**src/rtl/level_loader.sv**
```systemverilog
`default_nettype none
// ============================================================================
// Module   : level_loader
// Brief    : Streams one level's 40 scene descriptors from the level ROM into
//            a shadow buffer and commits them to the active tables atomically
//            at the next frame boundary.
// Revision : 1.0 - initial release
// ============================================================================
module level_loader #(
    parameter int NUM_LEVELS   = 4,
    parameter int LEVEL_STRIDE = 64
) (
    input  logic        Clk,
    input  logic        Reset,
    input  logic        load_req,
    input  logic [1:0]  level,
    input  logic        frame_start,
    output logic [7:0]  rom_addr,
    input  logic [28:0] rom_data,
    output logic [28:0] info_ground [16],
    output logic [28:0] info_fence  [16],
    output logic [9:0]  info_exit   [2],
    output logic [20:0] info_spince [6],
    output logic        busy,
    output logic        load_done,
    output logic [1:0]  active_level
);

    localparam int         c_LVL_W    = (NUM_LEVELS > 1) ? $clog2(NUM_LEVELS) : 1;
    localparam int         c_WORDS    = 40;
    localparam logic [5:0] c_LAST_OFF = 6'd39;
    localparam logic [7:0] c_STRIDE   = 8'(LEVEL_STRIDE);

    localparam logic [1:0] c_ST_IDLE  = 2'd0;
    localparam logic [1:0] c_ST_FETCH = 2'd1;
    localparam logic [1:0] c_ST_DRAIN = 2'd2;
    localparam logic [1:0] c_ST_WAIT  = 2'd3;

    logic [1:0]         r_state;
    logic [c_LVL_W-1:0] r_level;
    logic [5:0]         r_off;
    logic [28:0]        r_shadow [c_WORDS];

    logic [c_LVL_W-1:0] w_lvl_in;
    logic [7:0]         w_base;
    logic               w_accept;

    assign w_lvl_in = level[c_LVL_W-1:0];
    assign w_base   = 8'(w_lvl_in) * c_STRIDE;
    // A request restarts the load from IDLE or WAIT_FRAME and beats a same-cycle commit.
    assign w_accept = load_req && ((r_state == c_ST_IDLE) || (r_state == c_ST_WAIT));
    assign busy     = (r_state != c_ST_IDLE);

    always_ff @(posedge Clk) begin
        if (Reset) begin
            r_state      <= c_ST_IDLE;
            r_level      <= '0;
            r_off        <= '0;
            rom_addr     <= '0;
            load_done    <= 1'b0;
            active_level <= '0;
            for (int i = 0; i < 16; i++) begin
                info_ground[i] <= '0;
                info_fence[i]  <= '0;
            end
            for (int i = 0; i < 2; i++) info_exit[i] <= '0;
            for (int i = 0; i < 6; i++) info_spince[i] <= '0;
        end else begin
            load_done <= 1'b0;
            if (w_accept) begin
                r_state  <= c_ST_FETCH;
                r_level  <= w_lvl_in;
                r_off    <= '0;
                rom_addr <= w_base;
            end else begin
                case (r_state)
                    c_ST_FETCH: begin
                        if (r_off == c_LAST_OFF) begin
                            r_state <= c_ST_DRAIN;
                        end else begin
                            r_off    <= r_off + 6'd1;
                            rom_addr <= rom_addr + 8'd1;
                        end
                    end
                    c_ST_DRAIN: r_state <= c_ST_WAIT;
                    c_ST_WAIT: begin
                        if (frame_start) begin
                            r_state      <= c_ST_IDLE;
                            load_done    <= 1'b1;
                            active_level <= 2'(r_level);
                            for (int i = 0; i < 16; i++) begin
                                info_ground[i] <= r_shadow[i];
                                info_fence[i]  <= r_shadow[16 + i];
                            end
                            for (int i = 0; i < 2; i++) info_exit[i] <= r_shadow[32 + i][9:0];
                            for (int i = 0; i < 6; i++) info_spince[i] <= r_shadow[34 + i][20:0];
                        end
                    end
                    default: r_state <= c_ST_IDLE;
                endcase
            end
        end
    end

    // ROM data lags the address by one cycle, so each write lands one slot behind r_off.
    always_ff @(posedge Clk) begin
        if ((r_state == c_ST_FETCH) && (r_off != 6'd0)) begin
            r_shadow[r_off - 6'd1] <= rom_data;
        end else if (r_state == c_ST_DRAIN) begin
            r_shadow[c_LAST_OFF] <= rom_data;
        end
    end

endmodule
`default_nettype wire
```
**config.mk**
```make
export PLATFORM = sky130hd
export DESIGN_NAME = level_loader
export DESIGN_NICKNAME = d
export VERILOG_FILES = /design/src/rtl/level_loader.sv
export SDC_FILE = /design/constraint.sdc
export NUM_CORES = 2
export LEC_CHECK = 0
export BUFFER_PORTS_ARGS = -buffer_cell sky130_fd_sc_hd__buf_4
export CORE_AREA = 2 2 435 437
export CTS_BUF_LIST = sky130_fd_sc_hd__clkbuf_16
export CTS_CLUSTER_SIZE = 10
export DETAILED_ROUTE_END_ITERATION = 8
export DIE_AREA = 0 0 437 439
export GPL_TIMING_DRIVEN = 0
export PLACE_DENSITY_LB_ADDON = 0.08
export SYNTH_ARGS = -nofsm -noshare
export SYNTH_HDL_FRONTEND = slang
export SYNTH_SLANG_ARGS = --single-unit
```
**constraint.sdc**
```tcl
create_clock -name Clk -period 8.1 [get_ports Clk]
set_input_delay 1.62 -clock Clk [delete_from_list [all_inputs] [get_ports Clk]]
set_output_delay 1.62 -clock Clk [all_outputs]
set_load 0.01 [all_outputs]
```
==> summary.txt <==
Outcome
  • Status: complete, no violations

Floorplanning
  • Core box area: 187000 um^2
  • Die Footprint: 192000 um^2
  • Die H: 439 um
  • Initial core utilization: 0.376
  • # rows: 159
  • Die Wd: 437 um
  • Io pins: 1121

Final layout
  • Non-Filler Instances: 10100
  • Sequential cell area: 54200 um^2
  • Multi-input logic area: 14700 um^2
  • Layout fillers: 17300
  • Final #Nets: 7394
  • Synth-to-Final Area Change: 28.1%
  • Layout cells sized above 1: 0.212

GRT
  • Pin count of the biggest net entering global routing: 41
  • Overflow after GRT: 0
  • Number of global-route vias before repair: 47000
  • First-pass GRT wire length: 361000 um
  • Initial antenna violation count: 31
  • GRT Util Overall: 0.269

STA
  • RSZ-0062 raised after global routing: no
  • Max_slew headroom: 0.108
  • Setup TNS: 0 ns
  • Actual transition at the worst max-transition pin: 1.34 ns
  • Tcrit/Tclk final: 0.423
  • Fin Clk Skew: 0.0422 ns
  • Min Tclk post-route: 3.43 ns
  • Final setup viols: 0
  • Final Slew Violations: 0
  • Max Clk Rate: 292 MHz
  • Final Worst Setup Slack: 4.67 ns
  • Fin. Hold Viols: 0

Synthesis
  • Area fraction in compound gates after synthesis: 0.0794
  • Syn Nets: 5971
  • Number of synthesized flops with an enable pin: 1074
  • Sequential-to-total area share from yosys stat: 0.771
  • Syn Inst Count: 5929
  • Top cell type's share of synthesized area: 0.459
  • Main combinational cell family by area after synthesis: simple AND/OR/NAND/NOR gates
  • Ys flop type: dfxtp_1
  • Syn Std Cell Area: 70200 um^2
  • Area share of and/or/nand/nor cells after synthesis: 0.122
  • Synth async-reset ratio: 0
  • Post-synthesis register bit count: 2169
  • Adder-Cell Fraction of Synth Area: 0.00125
  • Mean Syn Cell Area: 11.8 um^2
  • Count of cell types in the netlist: 38
  • Post-Synth XOR/XNOR Area: 0.00187
  • Largest area contributor in the netlist: edfxtp_1
  • Mux share of post-synthesis cell area: 0.000855
  • YS warnings: 0
  • Ranking of synthesized cells by area: edfxtp_1, dfxtp_1, nand2_1

Route
  • DRT iter0 DRCs: 4267
  • DRT Pass-1 Iters: 5
  • Via count: 49600
  • WL/cell: 26.4 um
  • Drt total wl: 266000 um
  • DRC viols: 0
  • Antenna Nets Post-Route: 0
  • Vias/cell: 4.93

Worst setup path
  • Critical path's top delay family: simple AND/OR/NAND/NOR gates
  • Critical-path cell list: clkbuf_1 -> inv_1 -> ha_1 -> nor3b_1 -> xor2_1 -> nand2_1 -> nor3_2 -> buf_4 -> buf_6
  • Reg2Reg Setup Slack: 4.67 ns
  • CP Data Required Time: 8.68 ns
  • Critical Path Source Type: flip-flop
  • Max Fanout on Critical Path: 14
  • Worst r2r src: r_off[0]$_SDFFE_PP0P_
  • Critical Path AT: 4.00 ns
  • CP max stage delay: 0.80 ns
  • Beginning of the critical path: r_off[0]$_SDFFE_PP0P_
  • Worst R2R Path Depth: 9
  • Kind of critical path: reg -> reg
  • R2R Path End: r_shadow[29][13]$_DFFE_PP_
  • Critical Path Slowest Stage Cell: nor3_2
  • Worst Path Buf+Inv: 4
  • Critical Path Sink Type: flip-flop

Hold path
  • Hold Path Class: reg -> reg
  • End point of the worst hold path: info_fence[126]$_SDFFE_PP0P_
  • Hold path startpoint: info_fence[126]$_SDFFE_PP0P_
  • WHS Path Cells: 2

Clock network
  • Number of buffers created by CTS: 240
  • Clock Tree Buf Depth: 3
  • TritonCTS Sinks: 2169
  • Number of gates resized after cts: 0
  • Clock latency on the worst-skew pair: 0.88 ns
  • Post-CTS Hold Buffers: 0
  • CTS clk-pin slew, worst paths: 0.06 ns
  • Clk root buf: clkbuf_16
  • Number of setup buffers added after CTS: 0
  • TritonCTS clock tree: yes
  • H-tree Lvls: 4

Pwr
  • Leakage: 32.4 nW
  • Power consumption: 0.0220 W
  • Worst vdd ir: 0.218 mV
  • Pwr dens: 245 nW/um^2

Place
  • GPL Wtd Cong: 0.822
  • Placed cells: 9605
  • DPL Wire Length: 170000 um
  • PortBufs: 1119
  • Dpl ws: 4.09 ns

Job
  • Max Cap Viol: 0
[cell type report]
class                   count  share of cell area
flip-flops and latches   2169               0.602
multi-input cells        3383               0.163
repair buffers           1181               0.103
clock buffers             244              0.0679
well taps                2495              0.0347
plain buffers             370              0.0178
clock inverters           204              0.0110
diodes                     13            0.000362
inverters                   7            0.000292
[worst max path at each step]
stage	to	slack, ns	depth (start not counted)
after floorplan	r_shadow[22][0]$_DFFE_PP_	4.08	7
after global placement	r_shadow[22][13]$_DFFE_PP_	0.64	7
after detailed placement	info_ground[237]$_SDFFE_PP0P_	4.09	8
after CTS	busy	4.61	4
after global routing	r_shadow[29][18]$_DFFE_PP_	4.46	9
final	r_shadow[29][13]$_DFFE_PP_	4.67	9
[per-stage QoR]
step                      hold slack [ns]  area, um^2  utilization
after floorplan                     0.432       70200            -
after global placement              0.443       81800        0.437
after detailed placement            0.447       82800        0.443
after CTS                           0.455       89900        0.481
after global routing                0.468       89900        0.481
final                               0.453       90000        0.481
[registers in the layout, indices dropped and copies added, names as in the netlist]
register,count
info_fence,464
rom_addr,8
load_done,1
info_spince,126
r_shadow,1074
info_ground,464
active_level,2
info_exit,20
r_level,2
r_off,6
r_state,2
[routing by layer]
| layer | global-route usage | part of all wire |
|---|---|---|
| met5 | 0 | 0 |
| met4 | 0.123 | 0.048 |
| met3 | 0.0581 | 0.071 |
| met2 | 0.463 | 0.50 |
| met1 | 0.320 | 0.38 |
[power by group]
part / total (W) / switching (W) / internal [W]
clock: 0.00977 / 0.00437 / 0.00540
combinational: 0.000658 / 0.000537 / 0.000121
sequential: 0.0116 / 0.0000285 / 0.0115
[cell usage after synthesis, types with 2 or more instances]
master and count:
nand4_1 2, ha_1 7, a21boi_1 3, dfxtp_1 1095, xor2_1 9, buf_2 91
a21oi_1 1078, inv_1 7, nand2_1 2165, and2_1 2, nor2_1 46, clkbuf_1 240
nor2b_1 3, edfxtp_1 1074, a211oi_1 3, nor3_1 17, mux2i_1 6, nor3b_1 3
buf_4 26, buf_1 13, and3_1 5, o211ai_1 6, nand3_1 7, nand2b_1 2
xnor2_1 6
[cell usage in the layout, fill, tap and decap left out, types with 5 or more instances in the layout]
| master | n |
|---|---|
| diode_2 | 13 |
| inv_1 | 190 |
| clkbuf_1 | 239 |
| clkinv_1 | 6 |
| xor2_1 | 9 |
| buf_1 | 13 |
| clkinv_16 | 5 |
| o211ai_1 | 6 |
| ha_1 | 7 |
| nand3_1 | 7 |
| clkbuf_16 | 244 |
| buf_4 | 1147 |
| buf_6 | 41 |
| mux2i_1 | 6 |
| nor3_2 | 16 |
| edfxtp_1 | 1074 |
| a21oi_1 | 1078 |
| xnor2_1 | 6 |
| buf_2 | 91 |
| nor2_1 | 23 |
| nand2_1 | 2165 |
| nor2_4 | 20 |
| buf_8 | 5 |
| dfxtp_1 | 1095 |
| buf_12 | 12 |
| and3_1 | 5 |
[cells by family (layout without fill, tap and decap cells)]
family	after synthesis	after routing
AND/OR/NAND/NOR	2258	2258
adder cells (fa/ha/maj)	7	7
buffers and inverters	377	2006
multiplexers	6	6
XOR/XNOR	15	15
other	0	13
AO/OA/AOI/OAI	1097	1097
flip-flops	2169	2169
[worst register-to-register path, stage by stage, from the launching register on]
cell	delay, ns
dfxtp_1	0.31
clkbuf_1	0.22
inv_1	0.22
ha_1	0.21
nor3b_1	0.37
xor2_1	0.23
nand2_1	0.24
nor3_2	0.80
buf_4	0.35
buf_6	0.20
(Power assumes the default switching activity.)
